## src/rtl/pingpong_write_if.sv

```systemverilog
// Write-side bus between the ping-pong write sequencer and its environment.
// Carries the incoming sample stream, the RAM port-A write signals and status.
//
// Handshake semantics: the sample stream is valid-only with no backpressure.
// A sample is presented for exactly the cycles sample_valid is high and is
// either written or discarded, never stalled. readya is a level-sensitive
// grant from the RAM: sampled high in WAIT_RDY it hands one bank to the writer
// for one complete frame, which is returned with a single-cycle finisha pulse.
interface pingpong_write_if #(
    parameter int DATA_W = 8,
    parameter int ADDR_W = 7
);
    logic              enable;
    logic              sample_valid;
    logic [DATA_W-1:0] sample_data;
    logic              readya;
    logic [ADDR_W-1:0] addra;
    logic              wea;
    logic [DATA_W-1:0] dina;
    logic              finisha;
    logic              busy;
    logic [15:0]       frame_cnt;
    logic [15:0]       drop_cnt;

    // Sequencer side
    modport master (
        input  enable, sample_valid, sample_data, readya,
        output addra, wea, dina, finisha, busy, frame_cnt, drop_cnt
    );

    // Environment side (sample source, RAM, status consumer)
    modport slave (
        output enable, sample_valid, sample_data, readya,
        input  addra, wea, dina, finisha, busy, frame_cnt, drop_cnt
    );
endinterface

```

## src/rtl/pingpong_write_ctrl.sv

```systemverilog
// Write-side sequencer for a ping-pong RAM. Packs a free-running sample stream
// into DEPTH-sample frames written through port A, pulses finisha per frame
// and counts samples dropped while no bank is free.
// Optional build macro FRAME_TRIG_EN: adds an ARM state that starts each frame
// on a rising crossing of TRIG_LEVEL instead of on the first valid sample.
module pingpong_write_ctrl #(
    parameter int DATA_W     = 8,
    parameter int ADDR_W     = 7,
    parameter int DEPTH      = 128,
    parameter int TRIG_LEVEL = 128
) (
    input  logic                 clk_in,
    input  logic                 rst,
    pingpong_write_if.master     bus,
    output logic [2:0]           state_dbg
);

    typedef enum logic [2:0] {
        S_IDLE     = 3'd0,
        S_WAIT_RDY = 3'd1,
        S_FILL     = 3'd2,
        S_FINISH   = 3'd3,
        S_HOLD     = 3'd4,
        S_ARM      = 3'd5
    } state_t;

    localparam logic [ADDR_W-1:0] LAST_ADDR = ADDR_W'(DEPTH - 1);

    state_t            state_q, state_d;
    logic [ADDR_W-1:0] cnt_q, cnt_d;
    logic [ADDR_W-1:0] addra_q, addra_d;
    logic [DATA_W-1:0] dina_q, dina_d;
    logic              wea_q, wea_d;
    logic              finisha_q, finisha_d;
    logic              busy_q, busy_d;
    logic [15:0]       frame_q, frame_d;
    logic [15:0]       drop_q, drop_d;

`ifdef FRAME_TRIG_EN
    localparam logic [DATA_W-1:0] TRIG = DATA_W'(TRIG_LEVEL);
    logic [DATA_W-1:0] prev_q, prev_d;
    logic              trig_hit;

    // Rising crossing of the trigger level on the current valid sample
    assign trig_hit = bus.sample_valid && (prev_q < TRIG) && (bus.sample_data >= TRIG);
`endif

    // State register
    always_ff @(posedge clk_in) begin
        if (rst) state_q <= S_IDLE;
        else     state_q <= state_d;
    end

    // Next-state logic
    always_comb begin
        state_d = state_q;
        case (state_q)
            S_IDLE:     if (bus.enable) state_d = S_WAIT_RDY;
            S_WAIT_RDY: begin
                if (!bus.enable)     state_d = S_IDLE;
`ifdef FRAME_TRIG_EN
                else if (bus.readya) state_d = S_ARM;
`else
                else if (bus.readya) state_d = S_FILL;
`endif
            end
            // enable is ignored here: a granted bank is always filled completely
            S_FILL:     if (bus.sample_valid && cnt_q == LAST_ADDR) state_d = S_FINISH;
            S_FINISH:   state_d = S_HOLD;
            S_HOLD:     state_d = bus.enable ? S_WAIT_RDY : S_IDLE;
`ifdef FRAME_TRIG_EN
            S_ARM: begin
                if (!bus.enable)   state_d = S_IDLE;
                else if (trig_hit) state_d = S_FILL;
            end
`endif
            default:    state_d = S_IDLE;
        endcase
    end

    // Next values of the registered outputs and datapath
    always_comb begin
        cnt_d     = cnt_q;
        addra_d   = addra_q;
        dina_d    = dina_q;
        wea_d     = 1'b0;
        frame_d   = frame_q;
        drop_d    = drop_q;
        // finisha lands in the cycle after FINISH, two cycles after the last sample
        finisha_d = (state_q == S_FINISH);
        busy_d    = (state_d == S_FILL) || (state_d == S_FINISH) || (state_d == S_ARM);
`ifdef FRAME_TRIG_EN
        prev_d    = prev_q;
`endif
        case (state_q)
            S_WAIT_RDY: begin
                cnt_d = '0;
`ifdef FRAME_TRIG_EN
                prev_d = '0;
`endif
                if (bus.sample_valid && drop_q != 16'hFFFF) drop_d = drop_q + 16'd1;
            end
            S_FILL: begin
                if (bus.sample_valid) begin
                    wea_d   = 1'b1;
                    addra_d = cnt_q;
                    dina_d  = bus.sample_data;
                    cnt_d   = cnt_q + 1'b1;
                end
            end
            S_FINISH: frame_d = frame_q + 16'd1;
`ifdef FRAME_TRIG_EN
            S_ARM: begin
                if (bus.sample_valid) begin
                    if (bus.enable && trig_hit) begin
                        wea_d   = 1'b1;
                        addra_d = '0;
                        dina_d  = bus.sample_data;
                        cnt_d   = ADDR_W'(1);
                    end else begin
                        prev_d = bus.sample_data;
                    end
                end
            end
`endif
            default: ;
        endcase
    end

    // Output and datapath registers
    always_ff @(posedge clk_in) begin
        if (rst) begin
            cnt_q     <= '0;
            addra_q   <= '0;
            dina_q    <= '0;
            wea_q     <= 1'b0;
            finisha_q <= 1'b0;
            busy_q    <= 1'b0;
            frame_q   <= '0;
            drop_q    <= '0;
`ifdef FRAME_TRIG_EN
            prev_q    <= '0;
`endif
        end else begin
            cnt_q     <= cnt_d;
            addra_q   <= addra_d;
            dina_q    <= dina_d;
            wea_q     <= wea_d;
            finisha_q <= finisha_d;
            busy_q    <= busy_d;
            frame_q   <= frame_d;
            drop_q    <= drop_d;
`ifdef FRAME_TRIG_EN
            prev_q    <= prev_d;
`endif
        end
    end

    assign bus.addra     = addra_q;
    assign bus.wea       = wea_q;
    assign bus.dina      = dina_q;
    assign bus.finisha   = finisha_q;
    assign bus.busy      = busy_q;
    assign bus.frame_cnt = frame_q;
    assign bus.drop_cnt  = drop_q;
    assign state_dbg     = state_q;

endmodule

```

## src/flat_wrapper.sv

```systemverilog
// flat-port wrapper written by rule: the top's interface ports become plain ports
module pingpong_write_ctrl_flat 
#(
    parameter int DATA_W     = 8,
    parameter int ADDR_W     = 7,
    parameter int DEPTH      = 128,
    parameter int TRIG_LEVEL = 128
)
  (clk_in, rst, state_dbg, bus_enable, bus_sample_valid, bus_sample_data, bus_readya, bus_addra, bus_wea, bus_dina, bus_finisha, bus_busy, bus_frame_cnt, bus_drop_cnt);
  pingpong_write_if #(.DATA_W(DATA_W), .ADDR_W(ADDR_W)) bus_i ();
  input  logic clk_in;
  input  logic rst;
  output logic [2:0] state_dbg;
  input wire logic [$bits(bus_i.enable)-1:0] bus_enable;
  input wire logic [$bits(bus_i.sample_valid)-1:0] bus_sample_valid;
  input wire logic [$bits(bus_i.sample_data)-1:0] bus_sample_data;
  input wire logic [$bits(bus_i.readya)-1:0] bus_readya;
  output wire logic [$bits(bus_i.addra)-1:0] bus_addra;
  output wire logic [$bits(bus_i.wea)-1:0] bus_wea;
  output wire logic [$bits(bus_i.dina)-1:0] bus_dina;
  output wire logic [$bits(bus_i.finisha)-1:0] bus_finisha;
  output wire logic [$bits(bus_i.busy)-1:0] bus_busy;
  output wire logic [$bits(bus_i.frame_cnt)-1:0] bus_frame_cnt;
  output wire logic [$bits(bus_i.drop_cnt)-1:0] bus_drop_cnt;
  assign bus_i.enable = bus_enable;
  assign bus_i.sample_valid = bus_sample_valid;
  assign bus_i.sample_data = bus_sample_data;
  assign bus_i.readya = bus_readya;
  assign bus_addra = bus_i.addra;
  assign bus_wea = bus_i.wea;
  assign bus_dina = bus_i.dina;
  assign bus_finisha = bus_i.finisha;
  assign bus_busy = bus_i.busy;
  assign bus_frame_cnt = bus_i.frame_cnt;
  assign bus_drop_cnt = bus_i.drop_cnt;
  pingpong_write_ctrl #(.DATA_W(DATA_W), .ADDR_W(ADDR_W), .DEPTH(DEPTH), .TRIG_LEVEL(TRIG_LEVEL)) u_core (.clk_in(clk_in), .rst(rst), .bus(bus_i), .state_dbg(state_dbg));
endmodule
```

## config.mk

```make
export PLATFORM = sky130hd
export DESIGN_NAME = pingpong_write_ctrl_flat
export DESIGN_NICKNAME = d
export VERILOG_FILES = /design/src/rtl/pingpong_write_if.sv /design/src/rtl/pingpong_write_ctrl.sv /design/src/flat_wrapper.sv
export SDC_FILE = /design/constraint.sdc
export NUM_CORES = 1
export LEC_CHECK = 0
export CORE_MARGIN = 2
export CORE_UTILIZATION = 44
export DETAILED_ROUTE_END_ITERATION = 6
export HOLD_SLACK_MARGIN = 0.06
export PLACE_DENSITY = 0.76
export SLEW_MARGIN = 0
export SYNTH_ARGS = -nofsm -noshare
export SYNTH_HDL_FRONTEND = slang
export SYNTH_SLANG_ARGS = --single-unit
```

## constraint.sdc

```tcl
create_clock -name clk_in -period 1.9 [get_ports clk_in]
set_input_delay 0.57 -clock clk_in [delete_from_list [all_inputs] [get_ports clk_in]]
set_output_delay 0.57 -clock clk_in [all_outputs]
set_load 0.1 [all_outputs]
```

==> results of run 1 <==
-- kinds of logic (layout without fill, tap and decap cells) --
group | Yosys count | in the layout | share of synthesized area, %
AO/OA/AOI/OAI | 64 | 64 | 14.42
XOR/XNOR | 15 | 15 | 5.014
adder cells (fa/ha/maj) | 3 | 3 | 1.433
buffers and inverters | 20 | 101 | 3.247
flip-flops | 60 | 60 | 45.85
multiplexers | 4 | 4 | 1.671
AND/OR/NAND/NOR | 138 | 138 | 28.37
-- power groups by stage --
stage               combinational (uW)  sequential [uW]  clock, uW
finish                             163             1260       1080
global route                       173             1260       1150
CTS                                163             1260       1100
detailed placement                 163             1280          0
global placement                   161             1280          0
floorplan                         50.6             1320          0
-- worst paths after layout --
check / slack, ns / end / from / cells past startpoint
worst max-delay path: 0.09 / u_core.bus.drop_cnt[7]$_SDFFE_PP0P_ / u_core.bus.drop_cnt[0]$_SDFFE_PP0P_ / 6
worst max register to register: 0.09 / u_core.bus.drop_cnt[7]$_SDFFE_PP0P_ / u_core.bus.drop_cnt[0]$_SDFFE_PP0P_ / 6
worst min-delay path: 0.49 / u_core.bus.addra[4]$_SDFFE_PP0P_ / u_core.bus.addra[4]$_SDFFE_PP0P_ / 2
worst min register to register: 0.49 / u_core.bus.addra[4]$_SDFFE_PP0P_ / u_core.bus.addra[4]$_SDFFE_PP0P_ / 2
-- registers in the layout, summed over array words and instances, names as in the netlist --
name and cells:
u_core.cnt_q 7, u_core.bus.addra 7, u_core.bus.finisha 1, u_core.state_dbg 3, u_core.bus.drop_cnt 16, u_core.bus.frame_cnt 16
u_core.bus.dina 8, u_core.bus.busy 1, u_core.bus.wea 1
-- critical path, delay by kind of cell, from the launching register on --
kind,cells,cell delay [ns]
adders and majority gates,1,0.17
AOI/OAI and AO/OA,1,0.17
DFF,1,0.38
buffers and inverters,1,0.17
and+or+nand+nor,3,0.84
-- cells in the mapped netlist, types with 3 or more instances --
library cell  instances
a21oi_1              34
nor3_1                6
nand3_1              10
nor2b_1               5
inv_1                 3
o31ai_1               8
dfxtp_1              60
or4_1                 8
nand2_1              40
nand2b_1              3
nor2_1               29
xor2_1                7
or3_1                 9
o21ai_0               9
mux2_2                3
and3_1                3
nand4_1               9
xnor2_1               8
ha_1                  3
nand3b_1              3
a211oi_1              3
clkbuf_1             14
-- stage by stage --
| step | util, % | cell area [um2] | cells | setup slack, ns | hold WS (ns) |
|---|---|---|---|---|---|
| floorplan | - | 2750 | 304 | -0.04251 | 0.4574 |
| global placement | 69.65 | 4075 | 445 | -0.4798 | 0.4805 |
| detailed placement | 69.65 | 4075 | 445 | -0.5290 | 0.4798 |
| CTS | 72.84 | 4262 | 460 | 0.04388 | 0.4923 |
| global route | 73.16 | 4280 | 460 | 0.003045 | 0.5129 |
| finish | 73.16 | 4280 | 460 | 0.09160 | 0.4899 |
-- per-layer routing --
layer  vias up  part of all wire (%)  global-route usage (%)
met5         -                     0                       0
met4         0                   2.0                   10.68
met3        14                   6.1                   5.444
met2        77                    50                   35.79
met1      1213                    42                   26.07
li1       1244                     -                       -
-- cell type report --
type,instances,area (um2),share of cell area (%)
Tap cell,75,93.84,2.192
Timing Repair Buffer,83,1310,30.61
Sequential cell,60,1282,29.96
Clock buffer,14,182.7,4.268
Clock inverter,1,5.005,0.1169
Inverter,3,11.26,0.2631
Multi-Input combinational cell,224,1395,32.59
-- what timing repair did --
item | CTS | global route
resized for setup | 1 | 3
endpoints found under the setup margin | 25 | 3
hold buffers | 0 | 0
==> impl_metrics.ini, run 1 <==
[run_status]
outcome = finished clean

[clocking]
cts.sinks = 60
cts_tree = built
cts_made_buffers = 9
cts.clk_slew.worst_paths_ns = 0.06
clock_path_buffers = 2
h-tree-depth = 3
cts-root-buf = clkbuf_8
cts_setup_buffers = 0
clk_latency_ns = 0.34

[sta]
relSlewSlack_pct = 63.04
rsz0062_at_grt = false
period_needed_ns = 1.808
setup_violations = 0
finalHoldViolCount = 0
slew_viol_final = 0
post-route-period-util_pct = 95.18
setup_tns_ns = 0
worstMarginPinSlew_ns = 0.5405
max_freq_mhz = 553.0
skew_ns = 0.009173

[pwr]
swShare_pct = 23.40
power.total_uw = 2501
p_sw_uw = 585.3
leakage_uw = 0.001529
peakVddDrop_mv = 0.5402
p_int_uw = 1916
clock_power_share_pct = 43.2
power_density_nw_per_um2 = 584.3
power_frac_comb_pct = 6.5
pwr-share-seq_pct = 50.2

[cells_and_area]
final_common_cell = buf_12
diodes = 0
area_growth_pct = 63.37
fillers = 356
layout_common_cells = buf_12, nand2_1, a21oi_1, dfxtp_1, nor2_1
drive_above_1_share_pct = 33.51
nets = 397

[floorplan]
core_area_um2 = 5851
die-height_um = 81.17
core.rowCount = 28
initial_core_util_pct = 44.78
io_pins = 66
design.die.area_um2 = 6588
die_x_um = 81.17

[logic_synthesis]
syn_nets = 320
syn_inst = 304
syn_area_per_cell_um2 = 8.618
async_reset_ff_share_pct = 0
yosysSeqAreaShare_pct = 45.85
synth-main-ff-cell = dfxtp_1
ys_types = 44
synthesis.area_um2 = 2620
synth_edf_count = 0
synth_area_leader_cell = dfxtp_1
ys_seq_elements = 60
synth_warnings = 0
yosys-top-cells-area = dfxtp_1, a21oi_1, nand2_1, nor2_1, xnor2_1
synth_top_cell_area_share_pct = 45.85

[worst_setup_path]
cp.required_ns = 2.16
cp_slowest_cell = or4_1
worstSetupPathType = reg -> reg
path_max_fanout = 12
startpoint_type = flop
max_stage_delay_ns = 0.46
path_cells = ha_4 > and4_1 > nor4bb_4 > buf_4 > or4_1 > a21oi_1
cp.arrival_ns = 2.07
crit_path_end_kind = flop

[grt]
grt_usage_pct = 21.61
antenna_found_initial = 0
grt_pass1_vias = 2432
grt_max_degree = 22
grt_pass1_wl_mm = 11.05
grt_remaining_overflow = 0

[route]
wl_per_cell_um = 14.06
postRouteAntennaNets = 0
drtIter0Drc = 144
avgViaCountPerCell = 5.539
drt_wl_total_mm = 6.467
vias = 2548
first_pass_iters = 4
drc_errors = 0

[place]
dp_hpwl_mm = 4.619
io_buffers = 65
gp_congestion = 0.8750

[run]
maxCapViolations = 0

[min_path]
hp-class = reg -> reg
(Power assumes the default switching activity.)
==> run 2: changes to the inputs <==
--- a/config.mk
+++ b/config.mk
@@ -8,6 +8,7 @@
 export CORE_MARGIN = 2
 export CORE_UTILIZATION = 44
 export DETAILED_ROUTE_END_ITERATION = 6
+export GPL_ROUTABILITY_DRIVEN = 0
 export HOLD_SLACK_MARGIN = 0.06
 export PLACE_DENSITY = 0.76
 export SLEW_MARGIN = 0
==> results of run 2 <==
Final layout, timing and power as in run 1 (identical DEF).
